**config.mk**
```make
export PLATFORM = sky130hd
export DESIGN_NAME = instr_encoder_loader
export DESIGN_NICKNAME = d
export VERILOG_FILES = /design/src/rtl/instr_encoder_loader.sv
export SDC_FILE = /design/constraint.sdc
export NUM_CORES = 1
export LEC_CHECK = 0
export BUFFER_PORTS_ARGS = -buffer_cell sky130_fd_sc_hd__clkbuf_2
export CAP_MARGIN = 20
export CELL_PAD_IN_SITES_DETAIL_PLACEMENT = 1
export CELL_PAD_IN_SITES_GLOBAL_PLACEMENT = 1
export CORE_UTILIZATION = 42
export CTS_BUF_LIST = sky130_fd_sc_hd__clkbuf_8
export DETAILED_ROUTE_END_ITERATION = 7
export GPL_ROUTABILITY_DRIVEN = 1
export HOLD_SLACK_MARGIN = 0.06
export PLACE_DENSITY_LB_ADDON = 0.1
export SYNTH_ARGS = -nofsm -noshare
export SYNTH_HDL_FRONTEND = slang
export SYNTH_SLANG_ARGS = --single-unit
```
**constraint.sdc**
```tcl
create_clock -name clk -period 4.4 [get_ports clk]
set_clock_uncertainty 0.05 [all_clocks]
set_input_delay 0.88 -clock clk [delete_from_list [all_inputs] [get_ports clk]]
set_output_delay 0.88 -clock clk [all_outputs]
set_load 0.01 [all_outputs]
```
**src/rtl/instr_encoder_loader.sv**
```systemverilog
// Packs symbolic instruction requests into 32-bit words and streams them into imem via a 2-entry FIFO.
// Optional macro ENC_ILLEGAL_CHECK_EN: drop illegal ops (in_op 9-15) and raise sticky err.
module instr_encoder_loader #(
   parameter int AW = 8
) (
   input  logic          clk,
   input  logic          rst_n,
   input  logic          start,
   input  logic [AW-1:0] base_addr,
   input  logic [AW-1:0] num_instr,
   output logic          busy,
   output logic          done,
   output logic          err,
   input  logic          in_valid,
   output logic          in_ready,
   input  logic [3:0]    in_op,
   input  logic [2:0]    in_alu,
   input  logic [4:0]    in_rs,
   input  logic [4:0]    in_rt,
   input  logic [4:0]    in_rd,
   input  logic [15:0]   in_imm,
   input  logic [25:0]   in_target,
   output logic          imem_we,
   output logic [AW-1:0] imem_addr,
   output logic [31:0]   imem_wdata,
   input  logic          imem_ready,
   output logic [AW-1:0] wr_count
);

   // Handshakes: a request transfers on a rising edge where in_valid && in_ready;
   // an imem write completes on a rising edge where imem_we && imem_ready, and
   // imem_we/imem_addr/imem_wdata do not change until that happens.

   typedef enum logic [1:0] {S_IDLE, S_LOAD, S_DRAIN, S_DONE} state_t;

   state_t        state, state_nxt;
   logic [AW-1:0] base_q, num_q, acc_cnt, wr_cnt;
   logic [31:0]   fifo_mem [2];
   logic          wr_ptr, rd_ptr;
   logic [1:0]    fifo_cnt;
   logic          fifo_full, fifo_empty;
   logic          accept, push, pop;
   logic [31:0]   enc_word;

   assign fifo_full  = (fifo_cnt == 2'd2);
   assign fifo_empty = (fifo_cnt == 2'd0);
   assign accept     = in_valid && in_ready;
   assign pop        = imem_we && imem_ready;

   always_comb begin
      enc_word = 32'h0000_0000;
      case (in_op)
         4'd0: enc_word = {6'b000000, in_rs, in_rt, in_rd, 5'b00000, 3'b000, in_alu};
         4'd1: enc_word = {3'b001, in_alu, in_rs, in_rt, in_imm};
         4'd2: enc_word = {6'b010000, in_rs, in_rt, in_imm};
         4'd3: enc_word = {6'b010001, in_rs, in_rt, in_imm};
         4'd4: enc_word = {6'b011000, in_target};
         4'd5: enc_word = {6'b011001, in_rs, 21'd0};
         4'd6: enc_word = {6'b011010, in_target};
         4'd7: enc_word = {6'b011011, in_rs, in_rt, in_imm};
         4'd8: enc_word = {6'b011100, in_rs, in_rt, in_imm};
         default: enc_word = 32'h0000_0000;
      endcase
   end

`ifdef ENC_ILLEGAL_CHECK_EN
   logic illegal, err_q;
   assign illegal = (in_op > 4'd8);
   // Illegal requests still consume a slot of the session count but never reach imem.
   assign push    = accept && !illegal;
   assign err     = err_q;

   always_ff @(posedge clk) begin
      if (!rst_n) begin
         err_q <= 1'b0;
      end else if (state == S_IDLE && start) begin
         err_q <= 1'b0;
      end else if (accept && illegal) begin
         err_q <= 1'b1;
      end
   end
`else
   assign push = accept;
   assign err  = 1'b0;
`endif

   always_ff @(posedge clk) begin
      if (!rst_n) state <= S_IDLE;
      else        state <= state_nxt;
   end

   always_comb begin
      state_nxt = state;
      case (state)
         S_IDLE:  if (start) state_nxt = (num_instr == '0) ? S_DONE : S_LOAD;
         S_LOAD:  if (acc_cnt == num_q) state_nxt = S_DRAIN;
         S_DRAIN: if (fifo_empty) state_nxt = S_DONE;
         S_DONE:  state_nxt = S_IDLE;
         default: state_nxt = S_IDLE;
      endcase
   end

   always_comb begin
      busy     = (state == S_LOAD) || (state == S_DRAIN);
      done     = (state == S_DONE);
      in_ready = (state == S_LOAD) && !fifo_full && (acc_cnt < num_q);
      imem_we  = busy && !fifo_empty;
   end

   assign imem_addr  = base_q + wr_cnt;
   assign imem_wdata = fifo_mem[rd_ptr];
   assign wr_count   = wr_cnt;

   always_ff @(posedge clk) begin
      if (!rst_n) begin
         base_q      <= '0;
         num_q       <= '0;
         acc_cnt     <= '0;
         wr_cnt      <= '0;
         wr_ptr      <= 1'b0;
         rd_ptr      <= 1'b0;
         fifo_cnt    <= 2'd0;
         fifo_mem[0] <= 32'h0;
         fifo_mem[1] <= 32'h0;
      end else begin
         if (state == S_IDLE && start) begin
            base_q  <= base_addr;
            num_q   <= num_instr;
            acc_cnt <= '0;
            wr_cnt  <= '0;
         end
         if (accept) acc_cnt <= acc_cnt + 1'b1;
         if (push) begin
            fifo_mem[wr_ptr] <= enc_word;
            wr_ptr           <= ~wr_ptr;
         end
         if (pop) begin
            rd_ptr <= ~rd_ptr;
            wr_cnt <= wr_cnt + 1'b1;
         end
         fifo_cnt <= fifo_cnt + {1'b0, push} - {1'b0, pop};
      end
   end

endmodule

```
==> metrics.md, run 1 <==
| Metric | Value |
|---|---|
| Diode count | 0 |
| Mapped Cells | 540 |
| Largest cells by area after synthesis | edfxtp_1 35%, dfxtp_1 15%, nor2_1 6.7% |
| VDD IR max | roughly 230 uV |
| I/O Buffers | 135 |
| Comb pwr share | 26.7% |
| Post-DP HPWL | 9830 um |
| Final WS setup | 1090 ps |
| Placed cell areas | 6130 sq um |
| Synthesized area | approximately 5400 sq um |
| First-pass GRT wire length | around 22000 um |
| Startpoint types | flop |
| Fmax | 302 MHz |
| Initial DRC Count | 172 |
| Layout cells sized above 1 | 30.4% |
| TritonCTS clock tree | yes |
| CP startpoint | wr_count[0] |
| Max Fanout on Critical Path | 6 |
| Slew headroom | 40.8% |
| Routed WL | approximately 14000 um |
| PwrDens | 386 nW/um^2 |
| Fin crit period | 3310 ps |
| Worst endpoint required time | between 3000 and 4000 ps |
| Slew @ Worst Pin | 886 ps |
| Gp weighted congestion | 0.801 |
| Fin Hold WS | 413 ps |
| Most used DFF post-synth | edfxtp_1 |
| CP endpoint | imem_addr[6] |
| Count of max-cap constraint violations | 0 |
| Fin nets | 776 |
| Clk_lat worst skew | 370 ps |
| Vias/cell | 5.29 |
| Clock Sinks | 101 |
| Crit path DAT | between 2000 and 2500 ps |
| Fillers | 1437 |
| Most frequent cell after synthesis | nor2_1 |
| Hold Crit Class | reg2reg |
| Clock buffer depth | 2 |
| Die area | 13300 sq um |
| H-tree levels | 3 |
| Asr flop ratio synth | 0% |
| Final Hold Fails | 0 |
| Slowest-stage cell, CP | dfxtp_1 |
| Drt wl/cell | 16.3 um |
| Int Pwr | 1.68 mW |
| Setup TNS | 0 ps |
| RSZ-0062 raised after global routing | no |
| Cts repair resizes | 0 |
| Reg2Reg Depth | 7 |
| I/O Pins | 138 |
| Reg2reg setup slack | 1700 ps |
| Seq/Total Area, Yosys | about half |
| Area leader, netlist | edfxtp_1 |
| Core box area | between 10000 and 15000 sq um |
| Switching Fraction | between 30% and 40% |
| CP peak stage delay | approximately 440 ps |
| Clock share of power | approximately a quarter |
| Synth Area per Inst | 9.95 sq um |
| Switch Pwr | 0.775 mW |
| Synth cell count leaders | 96 x nor2_1, 62 x edfxtp_1, 52 x nand2_1 |
| DR pass1 iterations | 4 |
| Final setup viols | 0 |
| Cts bufs inserted | 9 |
| RR Endpoint | fifo_mem[0][11] |
| Die X | 115 um |
| Non-filler instance count after layout | 839 |
| Cell count after placement | approximately 820 |
| Row Count | 40 |
| Final instance area | approximately 6400 sq um |
| Seq pwr share | 46.8% |
| Largest net degree at the start of global routing | 32 |
| GRT Resource Usage Total | 21.7% |
| Chip height | 115 um |
| Clock root cell | clkbuf_8 |
| Post-CTS Hold Buffers | 0 |
| Worst R2R Start | acc_cnt[2] |
| Cell chain of the critical path | ha_1, inv_1, fa_1, nor2b_1, o21ai_0, a21boi_1, or4_1, nand3_1, clkbuf_2 |
| EDFF count, synth | between 60 and 70 |
| Max Slew Vio Count | 0 |
| Vias in the first global route | roughly 4600 |
| Initial Utilization | a little over two fifths |
| Leak | 2.63 nW |
| Yosys top cell area share | about a third |
| Setup bufs post-CTS | 0 |
| Setup CP Type | reg2out |
| Synth-to-layout area growth | 18.6% |
| Grt total ovfl | 0 |
| DR DRC count | 0 |
| #FFs+latches synth | 101 |
| Initial antenna violation count | 0 |
| Synth unique cells | just over 60 |
| Final ANT Viol Nets | 0 |
| DP Worst Slack | 1460 ps |
| Critical Path Sink Type | output port |
| Via count | 4442 |
| Yosys warns | 0 |
| Status | finished, final reports clean |
| Reg clk slew, reported paths | 100 ps |
| Final period util | between 70% and 80% |
cells in the final DEF, fill, tap and decap left out, types with 3 or more instances in the layout:
cell        n
a21oi_1    41
a222oi_1    8
a22oi_1    18
a31oi_1     3
and2_1      3
and3_1      5
buf_4       6
clkbuf_2  135
clkbuf_8    9
clkinv_1    3
dfxtp_1    39
edfxtp_1   62
ha_1       24
inv_1      23
mux2_2     31
nand2_1    52
nand2b_1    3
nand3_1    12
nand3b_1    4
nor2_1     96
nor2b_1     9
nor4_1      3
o21ai_0    22
xnor2_1     6
routing by layer:
metal	vias to the layer above	track usage [%]	part of all wire (%)
li1	2164	-	-
met3	12	3.06	4.0
met1	2158	25.5	43
met2	108	40.6	52
met5	-	0	0
met4	0	6.84	1.2
registers in the layout, indices dropped and copies added, names as in the netlist, named ones only:
signal and flops:
num_q 8, base_q 8, rd_ptr 1, fifo_cnt 2, state 2, wr_ptr 1
wr_count 8, acc_cnt 8, fifo_mem 62
critical path: cells and delay by family (launching register included):
kind	cells	cell delay, ps
fa+ha+maj	2	600
flops	1	440
simple gates	3	390
compound gates	2	390
buf+inv	2	200
metrics by stage:
| step | total power [mW] | util (%) |
|---|---|---|
| 2_1_floorplan | 1.60 | - |
| 3_3_place_gp | 1.81 | 50.0 |
| 3_5_place_dp | 1.83 | 50.0 |
| 4_1_cts | 2.49 | 51.7 |
| 5_1_grt | 2.59 | 52.0 |
| 6_report | 2.46 | 52.0 |
power by group through the flow:
stage | Sequential [mW] | Clock (mW) | Combinational [mW]
2_1_floorplan | 1.16 | 0 | 0.440
3_3_place_gp | 1.17 | 0 | 0.640
3_5_place_dp | 1.17 | 0 | 0.661
4_1_cts | 1.15 | 0.668 | 0.666
5_1_grt | 1.16 | 0.696 | 0.731
6_report | 1.15 | 0.654 | 0.656
cells by family after synthesis:
kind of cell / share of synthesized area [%]
adders and majority gates: 5.96
xor gates and xnor gates: 1.30
DFF: 49.2
other: 0.0698
and+or+nand+nor: 17.2
muxes: 6.68
buffers and inverters: 5.36
AOI/OAI and AO/OA: 14.2
worst min path at each step:
stage | from | to | slack [ps] | cells after the start
2_1_floorplan | num_q[1] | num_q[1] | 390 | 2
3_3_place_gp | num_q[3] | num_q[3] | 400 | 2
3_5_place_dp | num_q[2] | num_q[2] | 400 | 2
4_1_cts | num_q[2] | num_q[2] | 410 | 2
5_1_grt | base_q[6] | base_q[6] | 440 | 2
6_report | num_q[7] | num_q[7] | 410 | 2
layout make-up:
type	instances	area (sq um)	area share [%]
multi-input combinational	386	2460	38.6
clock inverter	7	88.8	1.39
clock buffer	9	124	1.94
timing repair buffer	142	748	11.7
inverter	26	100	1.57
tap	168	210	3.30
sequential	101	2640	41.5
Power figures use the tool's default switching activity.
==> run 2, diff against run 1 <==
Clock period 4.4 ns to 3.1 ns, I/O delays scaled along.
==> metrics.md, run 2 (synthesis results as in run 1) <==
| Metric | Value |
|---|---|
| Reg2Reg Depth | 9 (+2) |
| Die area | 13300 sq um (unchanged) |
| Drt wl/cell | 16.6 um (+2.2%) |
| Clk_lat worst skew | 380 ps (about the same) |
| Clock root cell | clkbuf_8 |
| Final setup viols | 0 (unchanged) |
| DR DRC count | 0 (unchanged) |
| Cts bufs inserted | 9 (unchanged) |
| RSZ-0062 raised after global routing | no |
| Fin nets | 780 (+0.52%) |
| Grt total ovfl | 0 (unchanged) |
| Slew headroom | 46.5% (+5.6 points) |
| Startpoint types | flop |
| Clock Sinks | 101 (unchanged) |
| Row Count | 40 (unchanged) |
| Synth-to-layout area growth | 19.6% |
| DP Worst Slack | 403 ps (-1060 ps) |
| Initial Utilization | 43.8% (unchanged) |
| Largest Register | fifo_mem |
| I/O Pins | 138 (unchanged) |
| Final core occ | 52.4% (+0.43 points) |
| I/O Buffers | 135 (unchanged) |
| H-tree levels | 3 (unchanged) |
| Final ANT Viol Nets | 0 (unchanged) |
| Hold Path End | base_q[1] |
| Via count | 4512 (+1.6%) |
| PwrDens | 562 nW/um^2 (+45%) |
| GRT Resource Usage Total | 22.5% (+0.77 points) |
| Layout cells sized above 1 | 31.1% (+0.71 points) |
| Initial antenna violation count | 0 (unchanged) |
| Vias/cell | 5.35 (+1.1%) |
| TritonCTS clock tree | yes |
| Hold path depth | 3 (+1) |
| Fmax | about 340 MHz |
| Hold Crit Class | in2reg |
| Most frequent cells in the layout | 135 x clkbuf_2, 96 x nor2_1, 62 x edfxtp_1, 52 x nand2_1, 41 x a21oi_1 |
| Worst endpoint required time | 2430 ps (-1040 ps) |
| Reg clk slew, reported paths | 100 ps (about the same) |
| Final Hold Fails | 0 (unchanged) |
| Setup CP Type | reg2out |
| VDD IR max | 337 uV (+46%) |
| Setup TNS | 0 ps (unchanged) |
| Count of max-cap constraint violations | 0 (unchanged) |
| Setup bufs post-CTS | 0 (unchanged) |
| Routed WL | 14000 um (+2.6%) |
| Largest net degree at the start of global routing | 32 (unchanged) |
| Final total power | 3.61 mW (+47%) |
| Chip height | 115 um (unchanged) |
| Gp weighted congestion | 0.822 (+2.6%) |
| Die X | 115 um (unchanged) |
| Largest register FFs | 62 (unchanged) |
| Slew @ Worst Pin | 801 ps (-84.5 ps) |
| Final period util | between 90% and 100% |
| Clock buffer depth | 2 (unchanged) |
| Final WS setup | 165 ps (-924 ps) |
| RR Endpoint | fifo_mem[0][16] |
| Diode count | 0 (unchanged) |
| Worst R2R Start | num_q[2] |
| Commonest non-fill, non-tap cell in the layout | clkbuf_2 |
| DR pass1 iterations | 5 (+1) |
| Max Fanout on Critical Path | 6 (unchanged) |
| Reg2reg setup slack | 480 ps (-1220 ps) |
| Hold Crit Start | base_addr[1] |
| Initial DRC Count | 347 (+100%) |
| Core box area | 12300 sq um (unchanged) |
| Crit path DAT | 2270 ps (-110 ps) |
| Max Slew Vio Count | 0 (unchanged) |
| First-pass GRT wire length | 22900 um (+2.9%) |
| Post-DP HPWL | 9960 um (+1.4%) |
| Critical Path Sink Type | output port |
| Fin crit period | 2940 ps |
| Leak | 2.67 nW (+1.5%) |
| Status | finished, final reports clean |
| Post-CTS Hold Buffers | 0 (unchanged) |
| Vias in the first global route | 4727 (+1.9%) |
| Fin Hold WS | 401 ps (-12.3 ps) |
[run 2: cell types whose count changed in the layout (fill, tap and decap cells not counted), sizes merged]
| cell | previous run | this run |
|---|---|---|
| clkbuf | 144 | 146 |
| buf | 7 | 11 |
| clkinvlp | 1 | 0 |
| clkinv | 4 | 2 |
| bufinv | 2 | 3 |
[run 2: how the worst max path moves through the flow]
stage                      from  slack [ps]        endpoint
floorplan              num_q[2]         290  fifo_mem[1][0]
global placement       in_op[0]         550  fifo_mem[1][1]
detailed placement     in_op[0]         400  fifo_mem[1][1]
CTS                 wr_count[0]          90    imem_addr[6]
global route        wr_count[1]           2    imem_addr[7]
finish              wr_count[0]         160    imem_addr[6]
[run 2: area by class of cell]
type                    count  area [sq um]
well taps                 168           210
clock inverters             5          98.8
inverters                  26           100
flip-flops and latches    101          2640
multi-input cells         386          2460
repair buffers            146           762
fillers                  1446          5840
clock buffers              11           151
[run 2: metal layers]
layer / vias to the layer above / wire length, um / GRT usage, %
met5: - / 0 / 0
met4: 0 / 197 / 7.79
met3: 14 / 578 / 4.48
met2: 116 / 7360 / 41.4
met1: 2214 / 5890 / 25.8
li1: 2168 / - / -
[run 2: timing repair]
action                                  CTS  global route
endpoints found under the hold margin     0             0
resized for setup                         0             1
endpoints found under the setup margin    0             1
[run 2: metrics by stage]
step / cells / area, sq um
2_1_floorplan: 541 / 5380
3_3_place_gp: 826 / 6160
3_5_place_dp: 826 / 6160
4_1_cts: 842 / 6410
5_1_grt: 843 / 6420
6_report: 843 / 6420
[run 2: where the power goes]
part	leakage, nW	internal, mW	switching, mW	total [mW]
Combinational	1.58	0.371	0.558	0.929
Clock	0.131	0.577	0.470	1.05
Sequential	0.960	1.57	0.0655	1.63
[run 2: worst max-delay path, stage by stage, from the launching register on]
cell and delay (ps):
dfxtp_2 360, ha_1 210, inv_1 70, fa_1 200
nor2b_1 60, o21ai_0 210, a21boi_1 150, or4_1 410
nand3_1 90, clkbuf_2 130
